## src/rtl/irq_pkg.sv

```systemverilog
`default_nettype none
// ============================================================================
// Module : irq_pkg
// Brief  : Shared constants, state encoding and vector helper for irq_controller
// Rev    : 1.0
// ============================================================================
package irq_pkg;

    localparam logic [1:0] IRQ_IE  = 2'd0;
    localparam logic [1:0] IRQ_IP  = 2'd1;
    localparam logic [1:0] IRQ_ACT = 2'd2;
    localparam logic [1:0] IRQ_SWI = 2'd3;

    localparam logic [7:0] ACT_NONE = 8'hFF;

    localparam int SRC_UART_RX = 0;
    localparam int SRC_UART_TX = 1;
    localparam int SRC_TIMER   = 2;
    localparam int SRC_TIMER1  = 3;
    localparam int SRC_ENC     = 4;
    localparam int SRC_ENC1    = 5;
    localparam int SRC_SONAR   = 6;
    localparam int SRC_SW      = 7;

    typedef enum logic [1:0] {
        IDLE = 2'd0,
        REQ  = 2'd1,
        GAP  = 2'd2
    } irq_state_t;

    function automatic logic [15:0] vec_addr(input logic [15:0] base,
                                             input logic [15:0] stride,
                                             input logic [2:0]  idx);
        return base + (stride * {13'd0, idx});
    endfunction

endpackage
`default_nettype wire

```

## src/rtl/irq_if.sv

```systemverilog
`default_nettype none
// ============================================================================
// Module : irq_if
// Brief  : CPU-side register bus and interrupt handshake of the irq controller
// Rev    : 1.0
// ============================================================================
interface irq_if;
    logic        sel;
    logic [1:0]  addr;
    logic [7:0]  din;
    logic        w_en;
    logic        r_en;
    logic [7:0]  dout;
    logic        interrupt;
    logic [15:0] intVect;
    logic        intAck;

    modport master (
        output sel, addr, din, w_en, r_en, intAck,
        input  dout, interrupt, intVect
    );

    modport slave (
        input  sel, addr, din, w_en, r_en, intAck,
        output dout, interrupt, intVect
    );
endinterface
`default_nettype wire

```

## src/rtl/irq_prio_enc.sv

```systemverilog
`default_nettype none
// ============================================================================
// Module : irq_prio_enc
// Brief  : Combinational lowest-index-wins priority encoder
// Rev    : 1.0
// ============================================================================
module irq_prio_enc #(
    parameter int N = 8
) (
    input  wire logic [N-1:0] req,
    output logic              valid,
    output logic [2:0]        idx
);

    always_comb begin
        valid = |req;
        idx   = 3'd0;
        // Scan downward so the lowest set bit is the last assignment.
        for (int i = N - 1; i >= 0; i--) begin
            if (req[i]) begin
                idx = 3'(i);
            end
        end
    end

endmodule
`default_nettype wire

```

## src/rtl/irq_controller.sv

```systemverilog
`default_nettype none
// ============================================================================
// Module : irq_controller
// Brief  : Memory-mapped 8-source interrupt controller with fixed priority
// Rev    : 1.0
// ============================================================================
module irq_controller
    import irq_pkg::*;
#(
    parameter int          N_SRC      = 8,
    parameter logic [15:0] VEC_BASE   = 16'h0010,
    parameter logic [15:0] VEC_STRIDE = 16'h0004
) (
    input  wire logic             clk,
    input  wire logic             rst,
    irq_if.slave                  bus,
    input  wire logic [N_SRC-1:0] src
);

    localparam logic [7:0] c_src_mask = 8'((16'd1 << N_SRC) - 16'd1);

    irq_state_t       r_state;
    irq_state_t       w_state_next;
    logic [7:0]       r_ie;
    logic [7:0]       r_ip;
    logic [7:0]       r_act;
    logic [N_SRC-1:0] r_src_q;
    logic [2:0]       r_win;
    logic             r_interrupt;
    logic [15:0]      r_vect;
    logic [7:0]       r_dout;

    logic [7:0]       w_rise;
    logic             w_wr;
    logic             w_rd;
    logic [7:0]       w_swi_set;
    logic [7:0]       w_w1c;
    logic             w_ack;
    logic [7:0]       w_ip_next;
    logic [7:0]       w_cand;
    logic             w_enc_valid;
    logic [2:0]       w_enc_idx;
    logic [2:0]       w_win_next;
    logic             w_int_next;
    logic [15:0]      w_vect_next;
    logic [7:0]       w_act_next;
    logic [7:0]       w_rdata;

    generate
        if (N_SRC == 8) begin : g_rise_full
            assign w_rise = src & ~r_src_q;
        end else begin : g_rise_part
            assign w_rise = {{(8 - N_SRC){1'b0}}, src & ~r_src_q};
        end
    endgenerate

    assign w_wr      = bus.sel & bus.w_en;
    assign w_rd      = bus.sel & bus.r_en;
    assign w_swi_set = (w_wr && bus.addr == IRQ_SWI) ? (bus.din & c_src_mask) : 8'd0;
    assign w_w1c     = (w_wr && bus.addr == IRQ_IP)  ? (bus.din & c_src_mask) : 8'd0;
    assign w_ack     = (r_state == REQ) & bus.intAck;
    assign w_cand    = r_ip & r_ie;

    // Sets win over a W1C clear; the acknowledge clear wins over everything
    // because it retires the very event being serviced.
    always_comb begin
        w_ip_next = ((r_ip & ~w_w1c) | w_rise | w_swi_set) & c_src_mask;
        if (w_ack) begin
            w_ip_next[r_win] = 1'b0;
        end
    end

    irq_prio_enc #(
        .N (N_SRC)
    ) u_prio_enc (
        .req   (w_cand[N_SRC-1:0]),
        .valid (w_enc_valid),
        .idx   (w_enc_idx)
    );

    always_comb begin
        w_state_next = r_state;
        w_int_next   = r_interrupt;
        w_vect_next  = r_vect;
        w_win_next   = r_win;
        w_act_next   = r_act;
        case (r_state)
            IDLE: begin
                w_int_next = 1'b0;
                if (w_enc_valid) begin
                    w_win_next   = w_enc_idx;
                    w_vect_next  = vec_addr(VEC_BASE, VEC_STRIDE, w_enc_idx);
                    w_int_next   = 1'b1;
                    w_state_next = REQ;
                end
            end
            REQ: begin
                // Committed: held until acked even if IP/IE are cleared meanwhile.
                w_int_next = 1'b1;
                if (bus.intAck) begin
                    w_int_next   = 1'b0;
                    w_act_next   = {5'd0, r_win};
                    w_state_next = GAP;
                end
            end
            GAP: begin
                w_int_next   = 1'b0;
                w_state_next = IDLE;
            end
            default: begin
                w_int_next   = 1'b0;
                w_state_next = IDLE;
            end
        endcase
    end

    always_comb begin
        w_rdata = 8'd0;
        case (bus.addr)
            IRQ_IE:  w_rdata = r_ie;
            IRQ_IP:  w_rdata = r_ip;
            IRQ_ACT: w_rdata = r_act;
            default: w_rdata = 8'd0;
        endcase
    end

    always_ff @(posedge clk) begin
        if (rst) begin
            r_state     <= IDLE;
            r_ie        <= 8'd0;
            r_ip        <= 8'd0;
            r_act       <= ACT_NONE;
            r_src_q     <= '0;
            r_win       <= 3'd0;
            r_interrupt <= 1'b0;
            r_vect      <= VEC_BASE;
            r_dout      <= 8'd0;
        end else begin
            r_state     <= w_state_next;
            r_ip        <= w_ip_next;
            r_act       <= w_act_next;
            r_src_q     <= src;
            r_win       <= w_win_next;
            r_interrupt <= w_int_next;
            r_vect      <= w_vect_next;
            if (w_wr && bus.addr == IRQ_IE) begin
                r_ie <= bus.din & c_src_mask;
            end
            if (w_rd) begin
                r_dout <= w_rdata;
            end
        end
    end

    assign bus.dout      = r_dout;
    assign bus.interrupt = r_interrupt;
    assign bus.intVect   = r_vect;

endmodule
`default_nettype wire
```

## src/flat_wrapper.sv

```systemverilog
// flat-port wrapper written by rule: the top's interface ports become plain ports
module irq_controller_flat import irq_pkg::*;
#(
    parameter int          N_SRC      = 8,
    parameter logic [15:0] VEC_BASE   = 16'h0010,
    parameter logic [15:0] VEC_STRIDE = 16'h0004
)
  (clk, rst, src, bus_sel, bus_addr, bus_din, bus_w_en, bus_r_en, bus_intAck, bus_dout, bus_interrupt, bus_intVect);
  irq_if bus_i ();
  input  wire logic clk;
  input  wire logic rst;
  input  wire logic [N_SRC-1:0] src;
  input wire logic [$bits(bus_i.sel)-1:0] bus_sel;
  input wire logic [$bits(bus_i.addr)-1:0] bus_addr;
  input wire logic [$bits(bus_i.din)-1:0] bus_din;
  input wire logic [$bits(bus_i.w_en)-1:0] bus_w_en;
  input wire logic [$bits(bus_i.r_en)-1:0] bus_r_en;
  input wire logic [$bits(bus_i.intAck)-1:0] bus_intAck;
  output wire logic [$bits(bus_i.dout)-1:0] bus_dout;
  output wire logic [$bits(bus_i.interrupt)-1:0] bus_interrupt;
  output wire logic [$bits(bus_i.intVect)-1:0] bus_intVect;
  assign bus_i.sel = bus_sel;
  assign bus_i.addr = bus_addr;
  assign bus_i.din = bus_din;
  assign bus_i.w_en = bus_w_en;
  assign bus_i.r_en = bus_r_en;
  assign bus_i.intAck = bus_intAck;
  assign bus_dout = bus_i.dout;
  assign bus_interrupt = bus_i.interrupt;
  assign bus_intVect = bus_i.intVect;
  irq_controller #(.N_SRC(N_SRC), .VEC_BASE(VEC_BASE), .VEC_STRIDE(VEC_STRIDE)) u_core (.clk(clk), .rst(rst), .bus(bus_i), .src(src));
endmodule
```

## config.mk

```make
export PLATFORM = sky130hd
export DESIGN_NAME = irq_controller_flat
export DESIGN_NICKNAME = d
export VERILOG_FILES = /design/src/rtl/irq_pkg.sv /design/src/rtl/irq_if.sv /design/src/rtl/irq_prio_enc.sv /design/src/rtl/irq_controller.sv /design/src/flat_wrapper.sv
export SDC_FILE = /design/constraint.sdc
export NUM_CORES = 1
export LEC_CHECK = 0
export BUFFER_PORTS_ARGS = -buffer_cell sky130_fd_sc_hd__buf_2
export CORE_MARGIN = 2
export CORE_UTILIZATION = 56
export DETAILED_ROUTE_END_ITERATION = 8
export HOLD_SLACK_MARGIN = 0.03
export PLACE_DENSITY = 0.84
export SYNTH_ARGS = -nofsm -noshare
export SYNTH_HDL_FRONTEND = slang
export SYNTH_SLANG_ARGS = --single-unit
```

## constraint.sdc

```tcl
create_clock -name clk -period 2.8 [get_ports clk]
set_input_delay 0.28 -clock clk [delete_from_list [all_inputs] [get_ports clk]]
set_output_delay 0.28 -clock clk [all_outputs]
set_load 0.01 [all_outputs]
```

==> results of run 1 <==
## final cells by class
type	instances	area share (%)
Clock inverter	1	0.350
Clock buffer	7	3.03
Multi-Input combinational cell	144	43.2
Inverter	11	1.92
Timing Repair Buffer	37	8.74
Tap cell	46	2.68
Sequential cell	43	40.1
## critical path: stages, from the launching register on
cell and delay [ps]:
dfxtp_1 360, nand3b_1 330, nor2_1 460, a311oi_1 160
## cell usage in the layout, fill, tap and decap left out, types with 2 or more instances in the layout
master | Yosys | final
conb_1 | 1 | 12
dfxtp_1 | 43 | 43
o221a_2 | 5 | 5
clkbuf_4 | 0 | 5
a21oi_1 | 7 | 7
a211oi_1 | 9 | 9
nand2_1 | 27 | 27
a22oi_1 | 4 | 4
nor2_1 | 25 | 25
mux2i_1 | 17 | 17
inv_1 | 10 | 10
buf_2 | 1 | 36
nor2b_1 | 9 | 9
a222oi_1 | 8 | 8
a311oi_1 | 2 | 2
a32o_1 | 2 | 2
clkbuf_8 | 0 | 2
## how the worst max path moves through the flow
| stage | startpoint | endpoint |
|---|---|---|
| floorplan | bus_addr[0] | u_core.r_ie[0] |
| global placement | bus_addr[0] | u_core.r_ip[6] |
| detailed placement | bus_addr[0] | u_core.r_ip[7] |
| CTS | u_core.r_state[1] | u_core.r_ip[7] |
| global route | u_core.r_state[0] | u_core.r_ip[7] |
| finish | u_core.r_state[1] | u_core.r_ip[7] |
## cell families after synthesis
group | Yosys count | share of synthesized area, %
and+or+nand+nor | 70 | 17.9
AOI/OAI and AO/OA | 45 | 19.1
DFF | 43 | 44.7
buffers and inverters | 31 | 9.23
muxes | 17 | 8.84
other | 1 | 0.195
## stage by stage
| step | total power [mW] | utilization (%) |
|---|---|---|
| CTS | 1.16 | 64.9 |
| finish | 1.15 | 64.9 |
| floorplan | 0.782 | - |
| global placement | 0.813 | 62.7 |
| global route | 1.22 | 64.9 |
| detailed placement | 0.817 | 62.7 |
## power by group through the flow
stage	clock [mW]	combinational [mW]	sequential, mW
global route	0.394	0.154	0.671
global placement	0	0.134	0.679
CTS	0.352	0.138	0.666
finish	0.351	0.137	0.666
floorplan	0	0.103	0.679
detailed placement	0	0.137	0.680
## layer usage
layer / part of all wire [%] / GRT usage, %
met4: 1.5 / 6.94
met3: 7.0 / 8.65
met5: 0 / 0
met2: 45 / 34.9
met1: 46 / 27.6
## sequential cells by signal (all words and copies together) (netlist names)
| register | cells |
|---|---|
| u_core.r_win | 3 |
| u_core.r_src_q | 8 |
| u_core.bus.intVect | 1 |
| u_core.bus.interrupt | 1 |
| u_core.r_ie | 8 |
| u_core.r_ip | 8 |
| u_core.r_state | 2 |
| u_core.bus.dout | 8 |
| u_core.r_act | 4 |
==> out/results.tsv, run 1 <==
metric	value	unit
status	complete, no violations	
insertion_delay	360	ps
synth_top_area_share	44.7	%
ff_latch_area	861	um^2
worstHoldStart	src[1]	
cts_buffer_depth	2	
period_share	51.3	%
die_area	3920	um^2
start_util	58.1	%
synth_edf_count	0	
io_buffers	36	
io_pins	49	
setup_slack	1360	ps
holdBufCountCts	0	
ff2ff_path_depth	3	
nFillCells	312	
startpoint_type	register	
drv_slew	0	
synth_area	1920	um^2
comb_power_share	11.9	%
tns	0	ps
yosysUniqueCellTypes	36	
cts_max_level	2	
place_ws	1240	ps
hpwl	2.90	mm
numCtsBuffers	5	
arrival	1680	ps
first_global_vias	1467	
gp_congestion	0.893	
critPathKind	register to register	
cts_tree	done	
std_cell_rows	21	
post_drt_wl_per_cell	13.8	um
r2r_end	u_core.r_ip[7]	
relSlewSlack	62.7	%
cts_resized	0	
vias	1581	
core_area	3310	um^2
fmax	696	MHz
worstSetupEndpointType	register	
synth_most_common_cell	dfxtp_1	
post_drt_via_cell_ratio	5.47	
antennaDiodeCount	0	
fin_area	2150	um^2
syn_inst	207	
ant_nets	0	
wl	3.98	mm
p_sw	304	uW
whs	133	ps
r2r-start	u_core.r_state[1]	
min_path_type	primary input to register	
root_buffer	clkbuf_4	
grt_setup_unrepaired	no	
ys_top_cells_by_area	dfxtp_1 (45%), mux2i_1 (8.8%), nand2_1 (5.3%)	
power.density	538	nW/um^2
multi_input_area	927	um^2
nNetsFinal	266	
vdd_ir_drop_max	0.000350	V
grt-ovfl-total	0	
synth_commonest_cells	dfxtp_1 (43), nand2_1 (27), nor2_1 (25)	
hold_viol_final	0	
clock_power_share	30.4	%
internal_power	851	uW
ys_ff_latch	43	
worst_ep_required_time	3040	ps
first_iter_violations	219	
clock_sinks	43	
finalSetupViolCount	0	
place_area	2070	um^2
grt_pass1_wl	6.74	mm
crit_path_max_fanout	8	
ys_async_sr_fraction	0	%
yosysWarnings	0	
whs_path_depth	2	
dp_cells	281	
yosys.area.top_type	dfxtp_1	
swShare	26.3	%
drv_cap	0	
synth_flop_cell	dfxtp_1	
path_clk_slew	130	ps
dr.pass1.iters	5	
hold_end	u_core.r_src_q[1]	
tightest_slew	558	ps
skew	16.7	ps
syn2layout_area_growth	11.6	%
grt_max_degree	35	
final_cells	289	
die_w	62.6	um
syn-mean-instance-area	9.30	um^2
track_usage	22.0	%
drc	0	
r2r_slack	1360	ps
antenna_found_initial	0	
drive_above_1_share	23.0	%
leakagePower	0.934	nW
synth_seq_area_share	44.7	%
die_h	62.6	um
post_cts_buffers	0	
min_period	1440	ps
sequentialPowerShare	57.7	%
No activity file was read; power rests on OpenSTA's default activity.
==> run 2, diff against run 1 <==
--- a/config.mk
+++ b/config.mk
@@ -7,10 +7,10 @@
 export LEC_CHECK = 0
 export BUFFER_PORTS_ARGS = -buffer_cell sky130_fd_sc_hd__buf_2
 export CORE_MARGIN = 2
-export CORE_UTILIZATION = 56
+export CORE_UTILIZATION = 47
 export DETAILED_ROUTE_END_ITERATION = 8
 export HOLD_SLACK_MARGIN = 0.03
-export PLACE_DENSITY = 0.84
+export PLACE_DENSITY = 0.75
 export SYNTH_ARGS = -nofsm -noshare
 export SYNTH_HDL_FRONTEND = slang
 export SYNTH_SLANG_ARGS = --single-unit
==> constraint.sdc (replaced) <==
create_clock -name clk -period 1.25 [get_ports clk]
set_input_delay 0.125 -clock clk [delete_from_list [all_inputs] [get_ports clk]]
set_output_delay 0.125 -clock clk [all_outputs]
set_load 0.01 [all_outputs]
==> run 2 against run 1 <==
Power up 140%. Register-to-register slack worse by 1300 ps. Final cell count up 9.0%. Largest power group unchanged. Fmax up 20%. Sequential share of layout area down 3.9 points. Worst hold slack worse by 72 ps. Highest routed layer unchanged. Wire length up 7.0%. Clock power up 150%. Combinational power rose to 2.8 times the previous value. First-iteration DRC count down 35%. Critical path type unchanged.
==> out/results.tsv, run 2 (same netlist as run 1, synthesis figures left out) <==
metric	value	unit	change
root_buffer	clkbuf_8		was clkbuf_4
min_period	1200	ps	was 1440 ps
drc	0		unchanged
grt_max_degree	16		was 35
ant_nets	0		unchanged
vias	1667		was 1581
track_usage	19.4	%	was 22.0%
hpwl	3.16	mm	was 2.90 mm
syn2layout_area_growth	24.4	%	was 11.6%
cts_buffer_depth	2		unchanged
worstSetupEndpointType	register		unchanged
multi_input_area	951	um^2	was 927 um^2
critPathKind	register to register		unchanged
status	complete, no violations		unchanged
fin_area	2390	um^2	was 2150 um^2
path_clk_slew	70	ps	was 130 ps
place_ws	10.1	ps	was 1240 ps
post_drt_via_cell_ratio	5.29		was 5.47
core_area	3970	um^2	was 3310 um^2
antenna_found_initial	0		unchanged
grt_setup_unrepaired	yes		was no
crit_path_max_fanout	3		was 8
place_area	2280	um^2	was 2070 um^2
final_cell_mix	dfxtp_1 (39), buf_2 (36), nand2_1 (27), nor2_1 (25), buf_4 (22)		was dfxtp_1 (43), buf_2 (36), nand2_1 (27), nor2_1 (25), mux2i_1 (17)
grt_pass1_wl	6.63	mm	was 6.74 mm
ff_latch_area	866	um^2	was 861 um^2
cts_tree	done		unchanged
fmax	834	MHz	was 696 MHz
nNetsFinal	289		was 266
io_pins	49		unchanged
drive_above_1_share	32.8	%	was 23.0%
finalSetupViolCount	0		unchanged
drv_slew	0		unchanged
vdd_ir_drop_max	0.000726	V	was 0.000350 V
final_util	60.3	%	was 64.9%
power.density	1140	nW/um^2	was 538 nW/um^2
std_cell_rows	23		was 21
die_h	68.0	um	was 62.6 um
final_common_cell	dfxtp_1		unchanged
post_cts_buffers	0		unchanged
first_global_vias	1450		was 1467
grt-ovfl-total	0		unchanged
cts_max_level	2		unchanged
gp_congestion	0.848		was 0.893
drv_cap	0		unchanged
insertion_delay	290	ps	was 360 ps
die_w	68.0	um	was 62.6 um
post_drt_wl_per_cell	13.5	um	was 13.8 um
min_path_type	primary input to register		unchanged
io_buffers	36		unchanged
hold_viol_final	0		unchanged
first_iter_violations	143		was 219
wl	4.26	mm	was 3.98 mm
clock_sinks	43		unchanged
die_area	4620	um^2	was 3920 um^2
start_util	48.5	%	was 58.1%
skew	4.14	ps	was 16.7 ps
arrival	1370	ps	was 1680 ps
numCtsBuffers	5		unchanged
nFillCells	350		was 312
antennaDiodeCount	0		unchanged
setup_slack	51.5	ps	was 1360 ps
period_share	95.9	%	was 51.3%
leakagePower	1.07	nW	was 0.934 nW
dr.pass1.iters	5		unchanged
startpoint_type	register		unchanged
worst_ep_required_time	1420	ps	was 3040 ps
tns	0	ps	unchanged
==> run 2: changes by cell type in the layout (fill, tap and decap cells not counted), sizes merged <==
cell,previous run,this run
buf,37,60
clkbuf,7,6
clkinv,1,2
clkinvlp,1,0
==> run 2: area by class of cell <==
| type | instances | share of cell area (%) |
|---|---|---|
| well taps | 50 | 2.61 |
| flip-flops and latches | 43 | 36.2 |
| inverters | 11 | 1.73 |
| multi-input cells | 144 | 39.7 |
| repair buffers | 60 | 16.1 |
| clock inverters | 1 | 0.209 |
| clock buffers | 6 | 3.45 |
==> run 2: worst max-delay path, cell delays in order (launching register included) <==
cell and delay [ps]:
dfxtp_1 350, buf_4 130, nand2_1 50, a32o_1 260, a31oi_1 200, o41ai_1 90
==> run 2: worst paths after layout <==
path / start / to / slack [ps] / cells after the start
max: u_core.r_ip[6] / u_core.r_win[0] / 50 / 5
min: src[4] / u_core.r_src_q[4] / 60 / 2
max reg2reg: u_core.r_ip[6] / u_core.r_win[0] / 50 / 5
min reg2reg: u_core.r_act[6] / u_core.r_act[6] / 450 / 2
==> run 2: timing repair <==
item,4_1_cts,5_1_grt
gates resized for setup,4,6
setup endpoints to repair,2,5
hold buffers,0,0
pin swaps,1,0
==> run 2: stage by stage <==
stage                     hold WS [ps]  instances  power [mW]
after floorplan                    253        218        1.75
after global placement             358        308        1.88
after detailed placement           361        308        1.89
after CTS                         58.5        315        2.74
after global routing              66.5        315        2.85
final                             60.4        315        2.73
==> run 2: where the power goes <==
part | switching, mW | internal [mW] | total (mW) | leakage [nW]
registers | 0.0421 | 1.44 | 1.48 | 0.355
logic | 0.199 | 0.185 | 0.384 | 0.671
clock network | 0.434 | 0.433 | 0.867 | 0.0470
==> run 2: metal layers <==
metal,track usage [%],vias up,wire length [um]
met2,32.0,63,1970
met4,6.75,0,68
met1,24.0,762,1920
met3,5.43,8,307
li1,-,834,-
met5,0,-,0
==> run 3, diff against run 2 <==
--- a/config.mk
+++ b/config.mk
@@ -7,10 +7,11 @@
 export LEC_CHECK = 0
 export BUFFER_PORTS_ARGS = -buffer_cell sky130_fd_sc_hd__buf_2
 export CORE_MARGIN = 2
-export CORE_UTILIZATION = 47
+export CORE_UTILIZATION = 49
+export CTS_BUF_LIST = sky130_fd_sc_hd__clkbuf_4
 export DETAILED_ROUTE_END_ITERATION = 8
 export HOLD_SLACK_MARGIN = 0.03
-export PLACE_DENSITY = 0.75
+export PLACE_DENSITY = 0.78
 export SYNTH_ARGS = -nofsm -noshare
 export SYNTH_HDL_FRONTEND = slang
 export SYNTH_SLANG_ARGS = --single-unit
==> run 3 against run 2 <==
Via count increased by 2.0%. Global-route usage up 2.4 points. Clock skew rose by 2.8 ps. Sequential power about the same. Final area up 1.8%. Critical endpoint unchanged. Power shrank 8.1%. Worst hold slack got worse by 16 ps. Final cell count up 1.3%. Combinational power is 4% higher.
==> out/results.tsv, run 3 (same netlist as run 1, synthesis figures left out) <==
metric	value	unit	change
status	complete, no violations		unchanged
cts_tree	done		unchanged
grt_pass1_wl	7.24	mm	was 6.63 mm
vdd_ir_drop_max	0.000706	V	was 0.000726 V
hold_viol_final	0		unchanged
post_drt_wl_per_cell	13.8	um	was 13.5 um
final_util	65.6	%	was 60.3%
first_iter_violations	103		was 143
core_area	3720	um^2	was 3970 um^2
period_share	94.6	%	was 95.9%
syn2layout_area_growth	26.6	%	was 24.4%
r2r_end	u_core.r_win[0]		unchanged
antenna_found_initial	0		unchanged
io_buffers	36		unchanged
ff2ff_path_depth	5		unchanged
std_cell_rows	22		was 23
fin_area	2440	um^2	was 2390 um^2
root_buffer	clkbuf_4		was clkbuf_8
dr.pass1.iters	5		unchanged
final_cell_mix	buf_2 (36), dfxtp_1 (35), nand2_1 (27), nor2_1 (24), buf_4 (20)		was dfxtp_1 (39), buf_2 (36), nand2_1 (27), nor2_1 (25), buf_4 (22)
comb_power_share	16.0	%	was 14.0%
critPathKind	register to register		unchanged
drv_cap	0		unchanged
finalSetupViolCount	0		unchanged
track_usage	21.8	%	was 19.4%
worst_ep_required_time	1470	ps	was 1420 ps
crit_path_max_fanout	3		unchanged
wl	4.40	mm	was 4.26 mm
hpwl	3.26	mm	was 3.16 mm
clock_power_share	25.0	%	was 31.7%
vias	1701		was 1667
worstHoldStart	bus_din[4]		was src[4]
drv_slew	0		unchanged
sequentialPowerShare	59.1	%	was 54.2%
min_path_type	primary input to register		unchanged
power.density	1030	nW/um^2	was 1140 nW/um^2
nNetsFinal	296		was 289
leakagePower	1.09	nW	was 1.07 nW
gp_congestion	0.900		was 0.848
startpoint_type	register		unchanged
arrival	1410	ps	was 1370 ps
swShare	25.9	%	was 24.7%
io_pins	49		unchanged
grt_max_degree	17		was 16
post_cts_buffers	0		unchanged
clock_sinks	43		unchanged
grt-ovfl-total	0		unchanged
r2r-start	u_core.r_ip[6]		unchanged
fmax	846	MHz	was 834 MHz
post_drt_via_cell_ratio	5.33		was 5.29
die_w	66.7	um	was 68.0 um
p_sw	650	uW	was 675 uW
antennaDiodeCount	0		unchanged
start_util	51.8	%	was 48.5%
first_global_vias	1618		was 1450
whs	44.8	ps	was 60.4 ps
final_common_cell	buf_2		was dfxtp_1
endpoint	u_core.r_win[0]		unchanged
worstSetupEndpointType	register		unchanged
min_period	1180	ps	was 1200 ps
r2r_slack	70	ps	was 50 ps
drive_above_1_share	33.2	%	was 32.8%
nFillCells	311		was 350
skew	6.97	ps	was 4.14 ps
cts_buffer_depth	2		unchanged
drc	0		unchanged
crit_start	u_core.r_ip[6]		unchanged
path_clk_slew	110	ps	was 70 ps
die_h	66.7	um	was 68.0 um
tns	0	ps	unchanged
cts_max_level	2		unchanged
place_area	2260	um^2	was 2280 um^2
internal_power	1.86	mW	was 2.06 mW
ant_nets	0		unchanged
die_area	4440	um^2	was 4620 um^2
numCtsBuffers	5		unchanged
grt_setup_unrepaired	no		was yes
insertion_delay	340	ps	was 290 ps
-- run 3: cell types whose count changed in the layout (fill, tap and decap cells not counted), sizes merged --
cell | before | now
dlygate4sd3 | 0 | 9
buf | 60 | 58
clkinv | 2 | 1
-- run 3: power by group through the flow --
stage               Sequential, mW  Clock [mW]  Combinational, mW
floorplan                     1.52           0              0.231
global placement              1.51           0              0.366
detailed placement            1.51           0              0.373
CTS                           1.48       0.643              0.396
global route                  1.50       0.702              0.446
finish                        1.48       0.627              0.401
-- run 3: layout make-up --
class / count / area [um^2] / area share, %
Multi-Input combinational cell: 144 / 958 / 39.3
Clock buffer: 6 / 45.0 / 1.85
Tap cell: 48 / 60.1 / 2.47
Inverter: 11 / 41.3 / 1.69
Timing Repair Buffer: 67 / 460 / 18.9
Sequential cell: 43 / 871 / 35.7
-- run 3: critical path: stages, from the launching register on --
cell     delay (ps)
dfxtp_2         350
buf_4           110
nand2_1          60
a32o_1          270
a31oi_1         180
o41ai_1          80
-- run 3: repair_timing --
item / in CTS / in global routing
gates resized for setup: 1 / 15
pin swaps: 0 / 1
endpoints found under the hold margin: 9 / 0
hold buffers: 9 / 0
endpoints found under the setup margin: 1 / 6
-- run 3: layer usage --
metal,GRT usage [%],share of wire [%],vias to the layer above
li1,-,-,851
met1,25.8,45,790
met2,36.8,48,54
met3,5.24,5.7,6
met4,10.2,1.7,0
met5,0,0,-
-- run 3: worst min path at each step --
| stage | endpoint | slack [ps] | cells after the start |
|---|---|---|---|
| after floorplan | u_core.r_src_q[0] | 250 | 1 |
| after global placement | u_core.r_state[1] | 340 | 2 |
| after detailed placement | u_core.r_state[1] | 350 | 2 |
| after CTS | u_core.r_ie[4] | 30 | 3 |
| after global routing | u_core.r_ie[5] | 40 | 3 |
| final | u_core.r_ie[4] | 40 | 3 |
-- run 3: metrics by stage --
stage	total power, mW	cells	setup WS (ps)
final	2.51	319	67.6
after detailed placement	1.88	304	-9.32
after global routing	2.64	319	3.05
after CTS	2.52	319	0.157
after global placement	1.87	304	7.22
after floorplan	1.75	218	92.6
